==> src/rtl/noc_credit_valrdy_mc.sv <==
// Multi-channel credit (valid/yummy) to valid/ready converter with per-channel FIFOs.
// Optional zero-latency bypass when NOC_CRDT_VALRDY_BYPASS_EN is defined.
`ifndef NOC_DATA_WIDTH
`define NOC_DATA_WIDTH 64
`endif

module noc_credit_valrdy_mc #(
    parameter int unsigned DATA_WIDTH = `NOC_DATA_WIDTH,
    parameter int unsigned DEPTH      = 4,
    parameter int unsigned NUM_CH     = 3,
    parameter int unsigned CNT_W      = $clog2(DEPTH + 1)
) (
    input  logic                         clk,
    input  logic                         rst_n,
    input  logic [NUM_CH*DATA_WIDTH-1:0] data_in,
    input  logic [NUM_CH-1:0]            valid_in,
    output logic [NUM_CH-1:0]            yummy_in,
    output logic [NUM_CH*DATA_WIDTH-1:0] data_out,
    output logic [NUM_CH-1:0]            valid_out,
    input  logic [NUM_CH-1:0]            ready_out,
    output logic [NUM_CH*CNT_W-1:0]      level_o,
    output logic [NUM_CH-1:0]            overflow_o
);

    localparam int unsigned PTR_W = (DEPTH > 1) ? $clog2(DEPTH) : 1;

    // Pointers wrap modulo DEPTH so non-power-of-two depths work.
    function automatic logic [PTR_W-1:0] ptr_inc(input logic [PTR_W-1:0] p);
        return (p == PTR_W'(DEPTH - 1)) ? '0 : p + PTR_W'(1);
    endfunction

    for (genvar c = 0; c < NUM_CH; c++) begin : g_ch
        logic [DATA_WIDTH-1:0] mem_q [DEPTH];
        logic [DATA_WIDTH-1:0] mem_d [DEPTH];
        logic [PTR_W-1:0]      wr_ptr_q, wr_ptr_d;
        logic [PTR_W-1:0]      rd_ptr_q, rd_ptr_d;
        logic [CNT_W-1:0]      count_q, count_d;
        logic                  ovf_q, ovf_d;
        logic                  yummy_q, yummy_d;
        logic [DATA_WIDTH-1:0] din;
        logic [DATA_WIDTH-1:0] head;
        logic                  empty, full, vout, pop, deq, push;

        assign din   = data_in[c*DATA_WIDTH +: DATA_WIDTH];
        assign empty = (count_q == '0);
        assign full  = (count_q == CNT_W'(DEPTH));
        assign head  = mem_q[rd_ptr_q];

`ifdef NOC_CRDT_VALRDY_BYPASS_EN
        // An empty channel forwards the incoming flit in the same cycle.
        assign vout = !empty || valid_in[c];
        assign data_out[c*DATA_WIDTH +: DATA_WIDTH] =
            !empty ? head : (valid_in[c] ? din : '0);
`else
        assign vout = !empty;
        assign data_out[c*DATA_WIDTH +: DATA_WIDTH] = empty ? '0 : head;
`endif

        // pop includes a bypassed flit; deq only counts flits leaving storage.
        assign pop  = vout && ready_out[c];
        assign deq  = pop && !empty;
        assign push = valid_in[c] && (!full || deq) && !(empty && pop);

        always_comb begin
            mem_d    = mem_q;
            wr_ptr_d = wr_ptr_q;
            rd_ptr_d = rd_ptr_q;
            count_d  = count_q;
            ovf_d    = ovf_q || (valid_in[c] && full && !deq);
            yummy_d  = pop;
            if (push) begin
                mem_d[wr_ptr_q] = din;
                wr_ptr_d        = ptr_inc(wr_ptr_q);
            end
            if (deq) begin
                rd_ptr_d = ptr_inc(rd_ptr_q);
            end
            if (push && !deq) begin
                count_d = count_q + CNT_W'(1);
            end else if (deq && !push) begin
                count_d = count_q - CNT_W'(1);
            end
        end

        always_ff @(posedge clk or negedge rst_n) begin
            if (!rst_n) begin
                for (int i = 0; i < int'(DEPTH); i++) begin
                    mem_q[i] <= '0;
                end
                wr_ptr_q <= '0;
                rd_ptr_q <= '0;
                count_q  <= '0;
                ovf_q    <= 1'b0;
                yummy_q  <= 1'b0;
            end else begin
                mem_q    <= mem_d;
                wr_ptr_q <= wr_ptr_d;
                rd_ptr_q <= rd_ptr_d;
                count_q  <= count_d;
                ovf_q    <= ovf_d;
                yummy_q  <= yummy_d;
            end
        end

        assign valid_out[c]                = vout;
        assign yummy_in[c]                 = yummy_q;
        assign level_o[c*CNT_W +: CNT_W]   = count_q;
        assign overflow_o[c]               = ovf_q;
    end

endmodule

==> config.mk <==
export PLATFORM = sky130hd
export DESIGN_NAME = noc_credit_valrdy_mc
export DESIGN_NICKNAME = d
export VERILOG_FILES = /design/src/rtl/noc_credit_valrdy_mc.sv
export SDC_FILE = /design/constraint.sdc
export NUM_CORES = 1
export LEC_CHECK = 0
export ABC_AREA = 0
export BUFFER_PORTS_ARGS = -buffer_cell sky130_fd_sc_hd__buf_2
export CAP_MARGIN = 20
export CORE_MARGIN = 3
export CORE_UTILIZATION = 63
export CTS_CLUSTER_DIAMETER = 120
export DETAILED_ROUTE_END_ITERATION = 16
export HOLD_SLACK_MARGIN = 0.08
export PLACE_DENSITY = 0.85
export SLEW_MARGIN = 20
export SYNTH_ARGS = -nofsm -noshare
export SYNTH_HDL_FRONTEND = slang
export SYNTH_SLANG_ARGS = --single-unit
==> constraint.sdc <==
create_clock -name clk -period 3.7 [get_ports clk]
set_input_delay 1.11 -clock clk [delete_from_list [all_inputs] [get_ports clk]]
set_output_delay 1.11 -clock clk [all_outputs]
set_load 0.02 [all_outputs]
==> impl_metrics.ini, run 1 <==
[run]
maxCapViolCount = 0

[detailed_routing]
drt_wl_total_um = 82000
num_vias = 20700
via_per_inst = 6.00
drc = 0
routedWlPerCell_um = 23.7
antenna_left = 0
drtPass1Iterations = 5
drtIter0Drc = 1213

[floorplan]
die_area_mm2 = 0.0602
die_height_um = 245
ios = 410
core_area_mm2 = 0.0565
dieWidth_um = 245
rows = 87
initial_core_util = 0.639

[pwr]
leakagePower_uw = 0.0179
powerDensity_mw_per_mm2 = 1080
vdd_drop_max_uv = 887
power_uw = 44800

[placement]
place.gp.congestion = 0.797
dpl.hpwl_um = 52900
post-place-ws_ns = 0.516
io_buffer_count = 409

[outcome]
status = finished, final reports clean

[synth]
synth_area_leaders = dfrtp_1 55%, mux2_2 24%, mux4_2 12%, and2_1 3.3%, buf_6 2.2%
syn-mean-instance-area_um2 = 16.4
synth_area_mm2 = 0.0361
synthCells = 2196
yosysTopAreaCell = dfrtp_1
synthDominantCellAreaShare = 0.551
yosysSeqAreaShare = 0.551
yosys_warnings = 0
synth_seq_cells = 795
netlist-cell-type-count = 24
syn-num-nets = 2417

[cts]
cts_tree = yes
ctsResizeCount = 0
clock_sinks = 795
cts_root_buf = clkbuf_16
cts_htree_levels = 3
clk_path_buf_depth = 3
clk_pin_slew_ns = 0.06
cts_buffers = 80
worstSkewPairLatency_ns = 0.61

[critical_path]
crit_type = flop to primary output
crit_arrival_ns = 2.45
crit_chain = buf_4 -> mux4_2 -> and2_1 -> buf_2
cp.required_ns = 2.59
startpoint_type = flop
crit_path_end_kind = primary output
critPathMaxFanout = 14
rrSetupSlack_ns = 0.89
critPathSlowestCell = dfrtp_4
slowest_delay_ns = 0.66

[final_layout]
fin_util = 0.737
drive_above_1_share = 0.596
final-seq-area_mm2 = 0.0199
multiInputGateArea_mm2 = 0.0151
nets = 2837
syn_to_final_growth_pct = 15.3
fillers = 3335

[timing]
timing.final.crit_share = 0.963
hold_violations = 0
worst_pin_slew_ns = 0.853
skew_ns = 0.0198
timing.final.ws_setup_ns = 0.137
rsz0062_at_grt = no
holdWs_ns = 0.454
post-route-min-period_ns = 3.56
slew_headroom = 0.431
finalSetupTns_ns = 0
fmax_mhz = 281
setup_viol = 0
drv_slew = 0

[global_routing]
grt_use_met3 = 0.0629
grt_max_degree = 86
grt_use_met1 = 0.339
busiest_layer = met2
grt_pass1_vias = 23500
globalRouteMet2Util = 0.478
grt_antenna_before_repair = 30
grt_pass1_wl_um = 130000
grt.total_usage = 0.277
grt_remaining_overflow = 0

[hold_path]
hp-class = flop to flop
repair_timing:
action | in CTS | in global routing
hold buffers | 0 | 0
setup endpoints to repair | 58 | 0
buffers inserted | 3 | 0
final cells by class:
class,count,share of cell area
Antenna cell,25,0.00150
Clock buffer,128,0.0591
Clock inverter,14,0.00442
Inverter,12,0.00108
Multi-Input combinational cell,1245,0.362
Sequential cell,795,0.478
Tap cell,756,0.0227
Timing Repair Buffer,482,0.0712
stage by stage:
step	cell area [µm²]	std cells
after floorplan	36100	2196
after global placement	38900	3287
after detailed placement	38900	3287
after CTS	41600	3432
after global routing	41600	3451
final	41600	3457
worst paths after layout:
| kind | start | endpoint | depth (start not counted) |
|---|---|---|---|
| max in group asynchronous | rst_n | g_ch[0].mem_q[169] | 3 |
| hold / removal | g_ch[2].ovf_q | g_ch[2].ovf_q | 1 |
| hold reg to reg | g_ch[2].ovf_q | g_ch[2].ovf_q | 1 |
| min in group asynchronous | rst_n | g_ch[2].mem_q[226] | 1 |
| setup / recovery | g_ch[0].rd_ptr_q[0] | data_out[27] | 4 |
| setup reg to reg | g_ch[0].count_q[0] | g_ch[0].count_q[2] | 9 |
cell families after synthesis:
group / synth area share
xor gates and xnor gates: 0.00218
adders and majority gates: 0.00790
and+or+nand+nor: 0.0410
buffers and inverters: 0.0333
DFF: 0.551
muxes: 0.364
AOI/OAI and AO/OA: 0.000658
flip-flops by register name (all words and copies together), names as in the netlist:
register / count
g_ch.count_q: 9
g_ch.yummy_q: 3
g_ch.ovf_q: 3
g_ch.wr_ptr_q: 6
g_ch.mem_q: 768
g_ch.rd_ptr_q: 6
where the power goes:
part           total, µW  internal (µW)  switching (µW)
clock               8110           4820            3280
sequential         15800          13200            2610
combinational      20900          10900            9990
synthesized netlist by cell type:
master      n
dfrtp_1   795
mux2_2    783
xor2_1      6
and2b_2     1
nor4b_4     3
fa_1        3
xnor2_1     3
ha_1       18
a21o_2      1
nor2b_1     2
and2_1    192
buf_1       8
nor2_1      9
buf_4      14
buf_6      72
clkbuf_1   31
a21o_1      2
buf_2      19
nor2_2     12
or3_1       2
or3_2       1
nand2_1    15
inv_1      12
mux4_2    192
placed cells by master (no fill, tap or decap), drive strengths merged:
master and n:
dfrtp 795, mux2 783, buf 482, mux4 192, and2 192, clkbuf 128, diode 25, nor2 21
ha 18, nand2 15, inv 12, clkinv 9, xor2 6, bufinv 4, nor4b 3, xnor2 3
fa 3, or3 3, a21o 3, nor2b 2, and2b 1, clkinvlp 1
layer usage:
| metal | part of all wire | vias up |
|---|---|---|
| met5 | 0.0015 | - |
| met4 | 0.038 | 16 |
| met3 | 0.057 | 199 |
| met2 | 0.52 | 574 |
| met1 | 0.39 | 11100 |
| li1 | - | 8872 |
worst max-delay path: cells and delay by family, from the launching register on:
kind / cells / cell delay, ns
buffers and inverters: 2 / 0.47
AND/OR/NAND/NOR: 1 / 0.18
multiplexers: 1 / 0.53
flip-flops: 1 / 0.66
(Power assumes the default switching activity.)
==> inputs of run 2 (changes only) <==
CELL_PAD_IN_SITES_DETAIL_PLACEMENT = 0   (was unset)
CELL_PAD_IN_SITES_GLOBAL_PLACEMENT = 1   (was unset)
CORE_UTILIZATION = 54   (was 63)
PLACE_DENSITY = unset   (was 0.85)
PLACE_DENSITY_LB_ADDON = 0.1   (was unset)
==> impl_metrics.ini, run 2 (synthesis results as in run 1) <==
[critical_path]
crit_type = flop to primary output
critPathMaxFanout = 48
cp.required_ns = 2.59
rrSetupSlack_ns = 0.89
crit_arrival_ns = 2.47
crit_path_end_kind = primary output
startpoint_type = flop

[floorplan]
ios = 410
rows = 94
initial_core_util = 0.547
dieWidth_um = 265
die_height_um = 265
core_area_mm2 = 0.0660
die_area_mm2 = 0.0700

[detailed_routing]
routedWlPerCell_um = 23.3
drtPass1Iterations = 4
wl_met1_um = 33500
antenna_left = 0
drc = 0
routed.top_layer = met5
drt_wl_total_um = 83200
dr_wl_met2_um = 42900
wl_met3_um = 4480
num_vias = 20300
drtIter0Drc = 955
via_per_inst = 5.69

[placement]
dpl.hpwl_um = 53500
dpl_cell_area_mm2 = 0.0390
place.gp.congestion = 0.761
io_buffer_count = 409

[timing]
skew_ns = 0.0213
holdWs_ns = 0.435
rsz0062_at_grt = no
post-route-min-period_ns = 3.58
drv_slew = 0
slew_headroom = 0.388
hold_violations = 0
finalSetupTns_ns = 0
worst_pin_slew_ns = 0.915
fmax_mhz = 280
timing.final.crit_share = 0.966
setup_viol = 0

[final_layout]
fillers = 4871
syn_to_final_growth_pct = 16.2
postLayoutCellArea_mm2 = 0.0419
multiInputGateArea_mm2 = 0.0151
final_cell_mix = 789 x dfrtp_1, 783 x mux2_2, 408 x buf_2
final-seq-area_mm2 = 0.0199
nets = 2835
largest_reg_flops = 768
layout.cells.most_common = dfrtp_1
reg_top3 = g_ch.mem_q x768, g_ch.count_q x9
top_register = g_ch.mem_q
drive_above_1_share = 0.602

[global_routing]
grt_pass1_wl_um = 133000
grt.total_usage = 0.243
grt_antenna_before_repair = 27
grt_remaining_overflow = 0
grt_pass1_vias = 23200
grt_max_degree = 113

[run]
maxCapViolCount = 0

[cts]
worstSkewPairLatency_ns = 0.62
clk_pin_slew_ns = 0.06
cts_buffers = 85
hold_buffers = 0
cts_tree = yes
clock_sinks = 795
clk_path_buf_depth = 3
cts_root_buf = clkbuf_16
cts_htree_levels = 3

[pwr]
p_seq_frac = 0.348
internal_power_uw = 29200
vdd_drop_max_uv = 609
p_comb_frac = 0.464
swShare = 0.353
p_switching_uw = 15900
powerDensity_mw_per_mm2 = 1070
clkPwrFrac = 0.188
leakagePower_uw = 0.0180

[hold_path]
hp-class = input port to asynchronous set/reset pin

[outcome]
status = finished, final reports clean
## run 2: cell types whose count changed in the layout (fill, tap and decap cells not counted), sizes merged, moves of 2 or more
cell    previous run  this run
inv               12        14
buf              482       475
clkbuf           128       123
clkinv             9        23
diode             25        19
## run 2: power by group through the flow
stage / Clock [µW] / Sequential [µW] / Combinational, µW
after floorplan: 0 / 14800 / 15700
after detailed placement: 0 / 16000 / 21000
after global routing: 9020 / 16300 / 22300
final: 8450 / 15700 / 20900
after CTS: 8650 / 15700 / 21200
after global placement: 0 / 15600 / 20500
## run 2: per-layer routing
metal | up-vias | GRT usage
li1 | 8866 | -
met1 | 10900 | 0.304
met2 | 371 | 0.418
met3 | 158 | 0.0578
met4 | 14 | 0.0827
met5 | - | 0
## run 2: through the flow
stage / power, µW / setup slack [ns] / instances / util
detailed placement: 36900 / 0.468 / 3388 / 0.592
CTS: 45600 / 0.0204 / 3544 / 0.635
global placement: 36100 / 0.508 / 3388 / 0.592
finish: 45000 / 0.124 / 3563 / 0.636
global route: 47700 / 0.0282 / 3554 / 0.635
floorplan: 30500 / 0.909 / 2196 / -
## run 2: worst paths after layout
| path | startpoint | endpoint | cells after the start |
|---|---|---|---|
| max | g_ch[1].count_q[0] | data_out[67] | 4 |
| max in group asynchronous | rst_n | g_ch[2].mem_q[243] | 3 |
| max reg2reg | g_ch[1].count_q[0] | g_ch[1].count_q[2] | 9 |
| min in group clk | g_ch[2].ovf_q | g_ch[2].ovf_q | 1 |
| min reg2reg | g_ch[2].ovf_q | g_ch[2].ovf_q | 1 |
| min | rst_n | g_ch[1].mem_q[106] | 1 |
## run 2: critical path: stages, from the launching register on
cell     delay, ns
dfrtp_1       0.46
or3_2         0.72
buf_12        0.29
and2_1        0.20
buf_2         0.17
## run 2: final cells by class
cell class	instances	share of cell area
Sequential cell	795	0.475
Multi-Input combinational cell	1245	0.359
Timing Repair Buffer	475	0.0711
Clock buffer	123	0.0607
Tap cell	864	0.0258
Clock inverter	30	0.00620
Antenna cell	19	0.00113
Inverter	12	0.00107
## run 2: repair_timing
item | 4_1_cts | 5_1_grt
gates resized for setup | 1 | 1
setup buffers | 3 | 0
setup endpoints to repair | 98 | 29
==> inputs of run 3 (changes only) <==
CELL_PAD_IN_SITES_GLOBAL_PLACEMENT = 2   (was 1)
CORE_UTILIZATION = 46   (was 54)
==> impl_metrics.ini, run 3 (synthesis results as in run 1) <==
[cts]
cts_root_buf = clkbuf_16
worstSkewPairLatency_ns = 0.62
clk_pin_slew_ns = 0.06
cts_htree_levels = 3
cts_buffers = 88
clk_path_buf_depth = 3
cts_tree = yes
hold_buffers = 0
clock_sinks = 795

[detailed_routing]
drtIter0Drc = 843
antenna_left = 0
drtPass1Iterations = 4
num_vias = 20300
via_per_inst = 5.41
drt_wl_total_um = 86600
drc = 0
routedWlPerCell_um = 23.1

[critical_path]
critPathMaxFanout = 51
slowest_delay_ns = 0.63
crit_arrival_ns = 2.43
crit_chain = buf_12 -> mux4_2 -> and2_1 -> buf_2
crit_type = flop to primary output
crit_path_end_kind = primary output
startpoint_type = flop
critPathSlowestCell = mux4_2
cp.required_ns = 2.59

[floorplan]
die_area_mm2 = 0.0819
rows = 102
ios = 410
die_height_um = 286
dieWidth_um = 286
core_area_mm2 = 0.0776
initial_core_util = 0.465

[timing]
timing.final.ws_setup_ns = 0.164
setup_viol = 0
holdWs_ns = 0.456
rsz0062_at_grt = no
hold_violations = 0
finalSetupTns_ns = 0
fmax_mhz = 283
skew_ns = 0.0166
slew_headroom = 0.566
worst_pin_slew_ns = 0.651
post-route-min-period_ns = 3.54
drv_slew = 0
timing.final.crit_share = 0.956

[final_layout]
fillers = 6436
syn_to_final_growth_pct = 17.0
top_register = g_ch.mem_q
reg_top3 = g_ch.mem_q x768, g_ch.count_q x9
final-seq-area_mm2 = 0.0199
largest_reg_flops = 768
final_cell_mix = 789 x dfrtp_1, 783 x mux2_2, 408 x buf_2
multiInputGateArea_mm2 = 0.0151
nets = 2850
fin_util = 0.544
layout.cells.most_common = dfrtp_1
drive_above_1_share = 0.600

[outcome]
status = finished, final reports clean

[placement]
io_buffer_count = 409
place.gp.congestion = 0.759
dpl.hpwl_um = 56700
post-place-ws_ns = 0.622

[pwr]
powerDensity_mw_per_mm2 = 1070
power_uw = 45100
leakagePower_uw = 0.0180
vdd_drop_max_uv = 567

[global_routing]
grt_antenna_before_repair = 34
grt_max_degree = 89
grt.total_usage = 0.214
grt_remaining_overflow = 0
grt_pass1_vias = 23000
grt_pass1_wl_um = 136000

[hold_path]
hp-class = input port to asynchronous set/reset pin

[run]
maxCapViolCount = 0
run 3: cell types whose count changed in the layout (fill, tap and decap cells not counted), sizes merged:
cell,change
clkinvlp,+1
buf,+12
clkinv,-9
bufinv,+2
clkbuf,+9
inv,+2
diode,-5
run 3: worst max-delay path, delay by kind of cell (launching register included):
kind | cells | cell delay, ns
mux | 1 | 0.63
flops | 1 | 0.43
simple gates | 1 | 0.19
buf+inv | 2 | 0.53
run 3: final cells by class:
class | count | area share
repair buffers | 487 | 0.0713
well taps | 1040 | 0.0308
clock inverters | 26 | 0.00737
clock buffers | 132 | 0.0603
diodes | 14 | 0.000829
flip-flops and latches | 795 | 0.471
inverters | 12 | 0.00107
multi-input cells | 1245 | 0.357
run 3: what timing repair did:
action	4_1_cts	5_1_grt
gates resized for setup	2	1
setup buffers	5	0
pin swaps	0	0
setup endpoints to repair	60	1
run 3: layer usage:
layer / vias to the layer above / share of wire / wire length [µm] / GRT usage
li1: 8892 / - / - / -
met4: 28 / 0.027 / 2330 / 0.0624
met5: - / 0.0019 / 161 / 0
met3: 166 / 0.054 / 4660 / 0.0509
met2: 364 / 0.52 / 44700 / 0.375
met1: 10800 / 0.40 / 34700 / 0.265
run 3: stage by stage:
step,cells,instance area (µm²)
5_1_grt,3743,42200
6_report,3751,42200
4_1_cts,3737,42200
2_1_floorplan,2196,36100
3_5_place_dp,3574,39300
3_3_place_gp,3574,39300
run 3: final timing paths:
kind / from / end / slack [ns] / depth (start not counted)
hold reg to reg: g_ch[2].ovf_q / g_ch[2].ovf_q / 0.46 / 1
hold / removal: rst_n / g_ch[1].mem_q[167] / 0.46 / 1
min in group clk: g_ch[2].ovf_q / g_ch[2].ovf_q / 0.46 / 1
max in group asynchronous: rst_n / g_ch[2].mem_q[67] / 2.20 / 3
setup reg to reg: g_ch[1].count_q[0] / g_ch[1].count_q[2] / 1.01 / 8
setup / recovery: g_ch[2].rd_ptr_q[0] / data_out[157] / 0.16 / 4
run 3: where the power goes:
part / internal [µW] / switching [µW]
Sequential: 13200 / 2370
Clock: 5120 / 3500
Combinational: 11000 / 9970
Total: 29300 / 15800
